**src/rtl/colormem_wr_arb_pkg.sv**
```systemverilog
// rtl/colormem_wr_arb_pkg.sv - shared types for the colour BRAM write arbiter
package colormem_wr_arb_pkg;

   typedef logic [15:0] word_t;

   localparam int COLOR_AW = 8;

   typedef enum logic [1:0] {
      FILL_IDLE,
      FILL_RUN,
      FILL_DONE
   } fill_state_t;

endpackage

```
**src/rtl/colormem_wr_arb_if.sv**
```systemverilog
// rtl/colormem_wr_arb_if.sv - requester and BRAM write-port bundle for the colour arbiter
interface colormem_wr_arb_if
   import colormem_wr_arb_pkg::*;
#(
   parameter int AWIDTH = COLOR_AW
);
   logic              cop_wr_i;
   logic [AWIDTH-1:0] cop_addr_i;
   word_t             cop_data_i;

   logic              cpu_req_i;
   logic [AWIDTH-1:0] cpu_addr_i;
   word_t             cpu_data_i;
   logic              cpu_ack_o;

   logic              fill_start_i;
   logic [AWIDTH-1:0] fill_base_i;
   logic [AWIDTH:0]   fill_count_i;
   word_t             fill_data_i;
   logic              fill_busy_o;
   logic              fill_done_o;

   logic              mem_wr_en_o;
   logic [AWIDTH-1:0] mem_wr_addr_o;
   word_t             mem_wr_data_o;

   modport master (
      output cop_wr_i, cop_addr_i, cop_data_i,
      output cpu_req_i, cpu_addr_i, cpu_data_i,
      input  cpu_ack_o,
      output fill_start_i, fill_base_i, fill_count_i, fill_data_i,
      input  fill_busy_o, fill_done_o,
      input  mem_wr_en_o, mem_wr_addr_o, mem_wr_data_o
   );

   modport slave (
      input  cop_wr_i, cop_addr_i, cop_data_i,
      input  cpu_req_i, cpu_addr_i, cpu_data_i,
      output cpu_ack_o,
      input  fill_start_i, fill_base_i, fill_count_i, fill_data_i,
      output fill_busy_o, fill_done_o,
      output mem_wr_en_o, mem_wr_addr_o, mem_wr_data_o
   );
endinterface

```
**src/rtl/colormem_wr_arb_fill.sv**
```systemverilog
// rtl/colormem_wr_arb_fill.sv - palette fill sequencer issuing one write per granted cycle
module colormem_fill
   import colormem_wr_arb_pkg::*;
#(
   parameter int AWIDTH = COLOR_AW
) (
   input  logic              clk,
   input  logic              reset_ni,
   input  logic              start_i,
   input  logic [AWIDTH-1:0] base_i,
   input  logic [AWIDTH:0]   count_i,
   input  word_t             data_i,
   input  logic              fill_gnt,
   output logic              fill_req,
   output logic [AWIDTH-1:0] fill_addr,
   output word_t             fill_data,
   output logic              busy_o,
   output logic              done_o
);

   fill_state_t       state_q, state_d;
   logic [AWIDTH-1:0] addr_q, addr_d;
   logic [AWIDTH:0]   remain_q, remain_d;
   word_t             data_q, data_d;
   logic              busy_q, busy_d;
   logic              done_q, done_d;

   always_comb begin
      state_d  = state_q;
      addr_d   = addr_q;
      remain_d = remain_q;
      data_d   = data_q;
      busy_d   = busy_q;
      done_d   = 1'b0;
      case (state_q)
         FILL_IDLE: begin
            if (start_i) begin
               if (count_i == '0) begin
                  state_d = FILL_DONE;
               end else begin
                  state_d  = FILL_RUN;
                  addr_d   = base_i;
                  remain_d = count_i;
                  data_d   = data_i;
                  busy_d   = 1'b1;
               end
            end
         end
         FILL_RUN: begin
            if (fill_gnt) begin
               addr_d   = addr_q + AWIDTH'(1);
               remain_d = remain_q - (AWIDTH + 1)'(1);
               if (remain_q == (AWIDTH + 1)'(1)) begin
                  state_d = FILL_DONE;
               end
            end
         end
         FILL_DONE: begin
            // busy stays up through the cycle the last write is on the port
            state_d = FILL_IDLE;
            busy_d  = 1'b0;
            done_d  = 1'b1;
         end
         default: state_d = FILL_IDLE;
      endcase
   end

   always_ff @(posedge clk or negedge reset_ni) begin
      if (!reset_ni) begin
         state_q  <= FILL_IDLE;
         addr_q   <= '0;
         remain_q <= '0;
         data_q   <= '0;
         busy_q   <= 1'b0;
         done_q   <= 1'b0;
      end else begin
         state_q  <= state_d;
         addr_q   <= addr_d;
         remain_q <= remain_d;
         data_q   <= data_d;
         busy_q   <= busy_d;
         done_q   <= done_d;
      end
   end

   assign fill_req  = (state_q == FILL_RUN);
   assign fill_addr = addr_q;
   assign fill_data = data_q;
   assign busy_o    = busy_q;
   assign done_o    = done_q;

endmodule

```
**src/rtl/colormem_wr_arb.sv**
```systemverilog
// rtl/colormem_wr_arb.sv - copper > CPU > fill priority grant onto the colour BRAM write port
module colormem_wr_arb
   import colormem_wr_arb_pkg::*;
#(
   parameter int AWIDTH = COLOR_AW
) (
   input  logic               clk,
   input  logic               reset_ni,
   colormem_wr_arb_if.slave   bus
);

   logic              fill_req;
   logic              fill_gnt;
   logic [AWIDTH-1:0] fill_addr;
   word_t             fill_data;
   logic              cpu_gnt;

   logic              wr_en_q, wr_en_d;
   logic [AWIDTH-1:0] wr_addr_q, wr_addr_d;
   word_t             wr_data_q, wr_data_d;
   logic              cpu_ack_q, cpu_ack_d;

   colormem_fill #(.AWIDTH(AWIDTH)) u_fill (
      .clk       (clk),
      .reset_ni  (reset_ni),
      .start_i   (bus.fill_start_i),
      .base_i    (bus.fill_base_i),
      .count_i   (bus.fill_count_i),
      .data_i    (bus.fill_data_i),
      .fill_gnt  (fill_gnt),
      .fill_req  (fill_req),
      .fill_addr (fill_addr),
      .fill_data (fill_data),
      .busy_o    (bus.fill_busy_o),
      .done_o    (bus.fill_done_o)
   );

   // the request is still high during the ack cycle, so it must be masked to avoid a double write
   assign cpu_gnt  = bus.cpu_req_i && !bus.cop_wr_i && !cpu_ack_q;
   assign fill_gnt = fill_req && !bus.cop_wr_i && !cpu_gnt;

   always_comb begin
      wr_en_d   = 1'b0;
      wr_addr_d = '0;
      wr_data_d = '0;
      cpu_ack_d = 1'b0;
      if (bus.cop_wr_i) begin
         wr_en_d   = 1'b1;
         wr_addr_d = bus.cop_addr_i;
         wr_data_d = bus.cop_data_i;
      end else if (cpu_gnt) begin
         wr_en_d   = 1'b1;
         wr_addr_d = bus.cpu_addr_i;
         wr_data_d = bus.cpu_data_i;
         cpu_ack_d = 1'b1;
      end else if (fill_gnt) begin
         wr_en_d   = 1'b1;
         wr_addr_d = fill_addr;
         wr_data_d = fill_data;
      end
   end

   always_ff @(posedge clk or negedge reset_ni) begin
      if (!reset_ni) begin
         wr_en_q   <= 1'b0;
         wr_addr_q <= '0;
         wr_data_q <= '0;
         cpu_ack_q <= 1'b0;
      end else begin
         wr_en_q   <= wr_en_d;
         wr_addr_q <= wr_addr_d;
         wr_data_q <= wr_data_d;
         cpu_ack_q <= cpu_ack_d;
      end
   end

   assign bus.mem_wr_en_o   = wr_en_q;
   assign bus.mem_wr_addr_o = wr_addr_q;
   assign bus.mem_wr_data_o = wr_data_q;
   assign bus.cpu_ack_o     = cpu_ack_q;

endmodule

```
**src/flat_wrapper.sv**
```systemverilog
// flat-port wrapper written by rule: the top's interface ports become plain ports
module colormem_wr_arb_flat import colormem_wr_arb_pkg::*;
#(
   parameter int AWIDTH = COLOR_AW
)
  (clk, reset_ni, bus_cop_wr_i, bus_cop_addr_i, bus_cop_data_i, bus_cpu_req_i, bus_cpu_addr_i, bus_cpu_data_i, bus_cpu_ack_o, bus_fill_start_i, bus_fill_base_i, bus_fill_count_i, bus_fill_data_i, bus_fill_busy_o, bus_fill_done_o, bus_mem_wr_en_o, bus_mem_wr_addr_o, bus_mem_wr_data_o);
  colormem_wr_arb_if #(.AWIDTH(AWIDTH)) bus_i ();
  input  logic clk;
  input  logic reset_ni;
  input wire logic [$bits(bus_i.cop_wr_i)-1:0] bus_cop_wr_i;
  input wire logic [$bits(bus_i.cop_addr_i)-1:0] bus_cop_addr_i;
  input wire logic [$bits(bus_i.cop_data_i)-1:0] bus_cop_data_i;
  input wire logic [$bits(bus_i.cpu_req_i)-1:0] bus_cpu_req_i;
  input wire logic [$bits(bus_i.cpu_addr_i)-1:0] bus_cpu_addr_i;
  input wire logic [$bits(bus_i.cpu_data_i)-1:0] bus_cpu_data_i;
  output wire logic [$bits(bus_i.cpu_ack_o)-1:0] bus_cpu_ack_o;
  input wire logic [$bits(bus_i.fill_start_i)-1:0] bus_fill_start_i;
  input wire logic [$bits(bus_i.fill_base_i)-1:0] bus_fill_base_i;
  input wire logic [$bits(bus_i.fill_count_i)-1:0] bus_fill_count_i;
  input wire logic [$bits(bus_i.fill_data_i)-1:0] bus_fill_data_i;
  output wire logic [$bits(bus_i.fill_busy_o)-1:0] bus_fill_busy_o;
  output wire logic [$bits(bus_i.fill_done_o)-1:0] bus_fill_done_o;
  output wire logic [$bits(bus_i.mem_wr_en_o)-1:0] bus_mem_wr_en_o;
  output wire logic [$bits(bus_i.mem_wr_addr_o)-1:0] bus_mem_wr_addr_o;
  output wire logic [$bits(bus_i.mem_wr_data_o)-1:0] bus_mem_wr_data_o;
  assign bus_i.cop_wr_i = bus_cop_wr_i;
  assign bus_i.cop_addr_i = bus_cop_addr_i;
  assign bus_i.cop_data_i = bus_cop_data_i;
  assign bus_i.cpu_req_i = bus_cpu_req_i;
  assign bus_i.cpu_addr_i = bus_cpu_addr_i;
  assign bus_i.cpu_data_i = bus_cpu_data_i;
  assign bus_cpu_ack_o = bus_i.cpu_ack_o;
  assign bus_i.fill_start_i = bus_fill_start_i;
  assign bus_i.fill_base_i = bus_fill_base_i;
  assign bus_i.fill_count_i = bus_fill_count_i;
  assign bus_i.fill_data_i = bus_fill_data_i;
  assign bus_fill_busy_o = bus_i.fill_busy_o;
  assign bus_fill_done_o = bus_i.fill_done_o;
  assign bus_mem_wr_en_o = bus_i.mem_wr_en_o;
  assign bus_mem_wr_addr_o = bus_i.mem_wr_addr_o;
  assign bus_mem_wr_data_o = bus_i.mem_wr_data_o;
  colormem_wr_arb #(.AWIDTH(AWIDTH)) u_core (.clk(clk), .reset_ni(reset_ni), .bus(bus_i));
endmodule
```
**config.mk**
```make
export PLATFORM = sky130hd
export DESIGN_NAME = colormem_wr_arb_flat
export DESIGN_NICKNAME = d
export VERILOG_FILES = /design/src/rtl/colormem_wr_arb_pkg.sv /design/src/rtl/colormem_wr_arb_if.sv /design/src/rtl/colormem_wr_arb_fill.sv /design/src/rtl/colormem_wr_arb.sv /design/src/flat_wrapper.sv
export SDC_FILE = /design/constraint.sdc
export NUM_CORES = 1
export LEC_CHECK = 0
export BUFFER_PORTS_ARGS = -buffer_cell sky130_fd_sc_hd__buf_4
export CORE_AREA = 2 2 72 91
export CTS_CLUSTER_DIAMETER = 50
export CTS_CLUSTER_SIZE = 28
export DETAILED_ROUTE_END_ITERATION = 10
export DIE_AREA = 0 0 74 93
export PLACE_DENSITY = 0.87
export REMOVE_ABC_BUFFERS = 1
export SYNTH_ARGS = -nofsm -noshare
export SYNTH_HDL_FRONTEND = slang
export SYNTH_SLANG_ARGS = --single-unit
```
**constraint.sdc**
```tcl
create_clock -name clk -period 3.8 [get_ports clk]
set_input_delay 0.95 -clock clk [delete_from_list [all_inputs] [get_ports clk]]
set_output_delay 0.95 -clock clk [all_outputs]
set_load 0.01 [all_outputs]
```
==> metrics.csv <==
stage,metric,value,unit
timing,hold_viol_final,0,
clock_tree,ctsResizeCount,0,
timing,skew,9.627,ps
synthesis,synth.distinct_cells,47,
clock_tree,clk_latency,340,ps
setup_path,crit_type,reg2reg,
timing,period_needed,2712,ps
global_route,grt_first_pass_wirelength,13.47,mm
timing,tns,0,ps
power,p_leak,1.996,nW
setup_path,crit_path_max_fanout,22,
final_layout,fillers,456,
final_layout,regArea,1577,um2
placed_design,portBuffers,113,
final_layout,nNetsFinal,530,
timing,worstMarginPinSlew,946.6,ps
clock_tree,postCtsHoldBufs,0,
global_route,grt_max_degree,64,
floorplanning,die_x,74,um
power,power.total,2.606,mW
timing,rsz0062_at_grt,false,
setup_path,critPathArrivalTime,2990,ps
placed_design,place.gp.congestion,0.8767,
final_layout,utilization,69.08,%
synthesis,seq_area_frac_synth,50.56,%
placed_design,dp_hpwl,5.886,mm
synthesis,syn_inst,337,
synthesis,synth_edf_count,0,
setup_path,end_kind,flop,
setup_path,crit_path_start_kind,flop,
status,status,"finished, final reports clean",
clock_tree,root_buffer,clkbuf_8,
final_layout,multi_input_comb_area,1406,um2
run,drv_cap,0,
final_layout,syn_to_final_growth,33.95,%
floorplanning,die_area,6882,um2
synthesis,async_flop_share,100.0,%
setup_path,cp.required,4080,ps
timing,fin_crit_sh,71.37,%
route,wl,8.329,mm
timing,slew_headroom,36.83,%
floorplanning,initial_core_util,51.57,%
power,power_density,624.1,nW/um2
synthesis,yosysMostFrequentCell,nand2_1,
synthesis,synth_top_area_share,50.56,%
clock_tree,clk_pin_slew,70,ps
floorplanning,core_region_area,6046,um2
synthesis,yosys_most_used_dff,dfrtp_1,
route,drtPass1Iterations,4,
synthesis,netlist_area,3118,um2
synthesis,ys_warn_count,0,
clock_tree,clock_path_buffers,2,
route,postRouteAntennaNets,0,
worst_hold_path,hold_path_class,reg2reg,
synthesis,synth_top_cells_by_area,"dfrtp_1 (51%), nand2_1 (9.8%), a22oi_1 (5.8%)",
clock_tree,cts_tree,built,
floorplanning,fp.dieH,93,um
route,avgViaCountPerCell,5.619,
route,drc,0,
global_route,track_usage,25.43,%
global_route,grt.overflow.total,0,
clock_tree,htreeDepth,3,
clock_tree,clock-sinks,63,
global_route,grt_pass1_vias,2869,
route,detail_route.iter0.violations,214,
timing,setup_violations,0,
placed_design,dp_cells,515,
final_layout,n_antenna_cell,0,
route,via_count,2978,
final_layout,final_layout_size_suffix_gt1_share,31.24,%
synthesis,synth_area_leader_cell,dfrtp_1,
synthesis,synth-seq-cells,63,
timing,slew_viol_final,0,
synthesis,syn_area_per_cell,9.252,um2
floorplanning,rows,32,
clock_tree,numCtsBuffers,9,
route,wl_per_cell,15.72,um
clock_tree,cts_setup_buffers,0,
global_route,antenna_found_initial,0,
timing,fmax,368.7,MHz
power,peakVddDrop,354.1,uV
synthesis,synthTopCellsByCount,"nand2_1 (81), dfrtp_1 (63), o21ai_0 (28), a22oi_1 (24), clkbuf_1 (17)",
floorplanning,io_pins,114,
final_layout,instances_no_fill,530,
## kinds of logic after synthesis
group	count (synthesis)	share of synthesized area, %
AOI/OAI and AO/OA	104	23.80
adders and majority gates	3	1.204
buffers and inverters	31	4.494
DFF	63	50.56
muxes	2	0.6421
and+or+nand+nor	134	19.30
## critical path: stages, from the launching register on
cell and delay, ps:
dfrtp_1 790, nor2b_1 570, nand3_1 590, a2111oi_0 540, a211o_1 160
## placed cells by master, fill, tap and decap left out, types with 8 or more instances in the layout
master,count
buf_4,116
nand2_1,81
dfrtp_1,63
o21ai_0,28
a22oi_1,24
nor2_1,15
a21oi_1,12
nor3_1,9
clkbuf_8,9
inv_1,8
## flip-flops by register name (all words and copies together), names as in the netlist
signal	flops
u_core.bus.mem_wr_data_o	16
u_core.u_fill.state_q	2
u_core.u_fill.remain_q	9
u_core.u_fill.done_o	1
u_core.bus.cpu_ack_o	1
u_core.u_fill.fill_addr	8
u_core.u_fill.fill_data	16
u_core.u_fill.busy_o	1
u_core.bus.mem_wr_en_o	1
u_core.bus.mem_wr_addr_o	8
## final cells by class
cell class | instances | area share [%]
inverters | 8 | 0.7190
multi-input cells | 243 | 33.67
flip-flops and latches | 63 | 37.75
repair buffers | 116 | 20.85
clock inverters | 6 | 1.498
clock buffers | 9 | 2.966
well taps | 85 | 2.546
## worst paths after layout
check	to	slack [ps]	from	cells after the start
worst max-delay path	u_core.u_fill.remain_q[6]	1090	u_core.u_fill.state_q[0]	4
worst min-delay path	u_core.u_fill.fill_data[3]	480	u_core.u_fill.fill_data[3]	2
worst max register to register	u_core.u_fill.remain_q[6]	1090	u_core.u_fill.state_q[0]	4
worst min register to register	u_core.u_fill.fill_data[3]	480	u_core.u_fill.fill_data[3]	2
max in group asynchronous	u_core.u_fill.done_o	2590	reset_ni	1
min in group asynchronous	u_core.bus.mem_wr_data_o[12]	690	reset_ni	1
## stage by stage
step | hold slack (ps) | cell area (um2) | setup slack (ps)
2_1_floorplan | 446.5 | 3008 | 651.2
3_3_place_gp | 459.1 | 3990 | 958.7
3_5_place_dp | 465.1 | 3990 | 904.6
4_1_cts | 481.6 | 4177 | 1128
5_1_grt | 499.8 | 4177 | 856.7
6_report | 479.4 | 4177 | 1088
## where the power goes
| part | internal, mW | switching (mW) | leakage (nW) |
|---|---|---|---|
| logic | 0.426 | 0.521 | 1.14 |
| clock network | 0.296 | 0.255 | 0.0871 |
| registers | 0.898 | 0.211 | 0.766 |
| total | 1.62 | 0.987 | 2.00 |
## routing by layer
layer	GRT usage, %	vias up	routed length (um)
li1	-	1421	-
met1	33.83	1410	3498
met2	39.29	128	4013
met4	10.76	0	218
met5	0	-	0
met3	6.250	19	597
(Power assumes the default switching activity.)
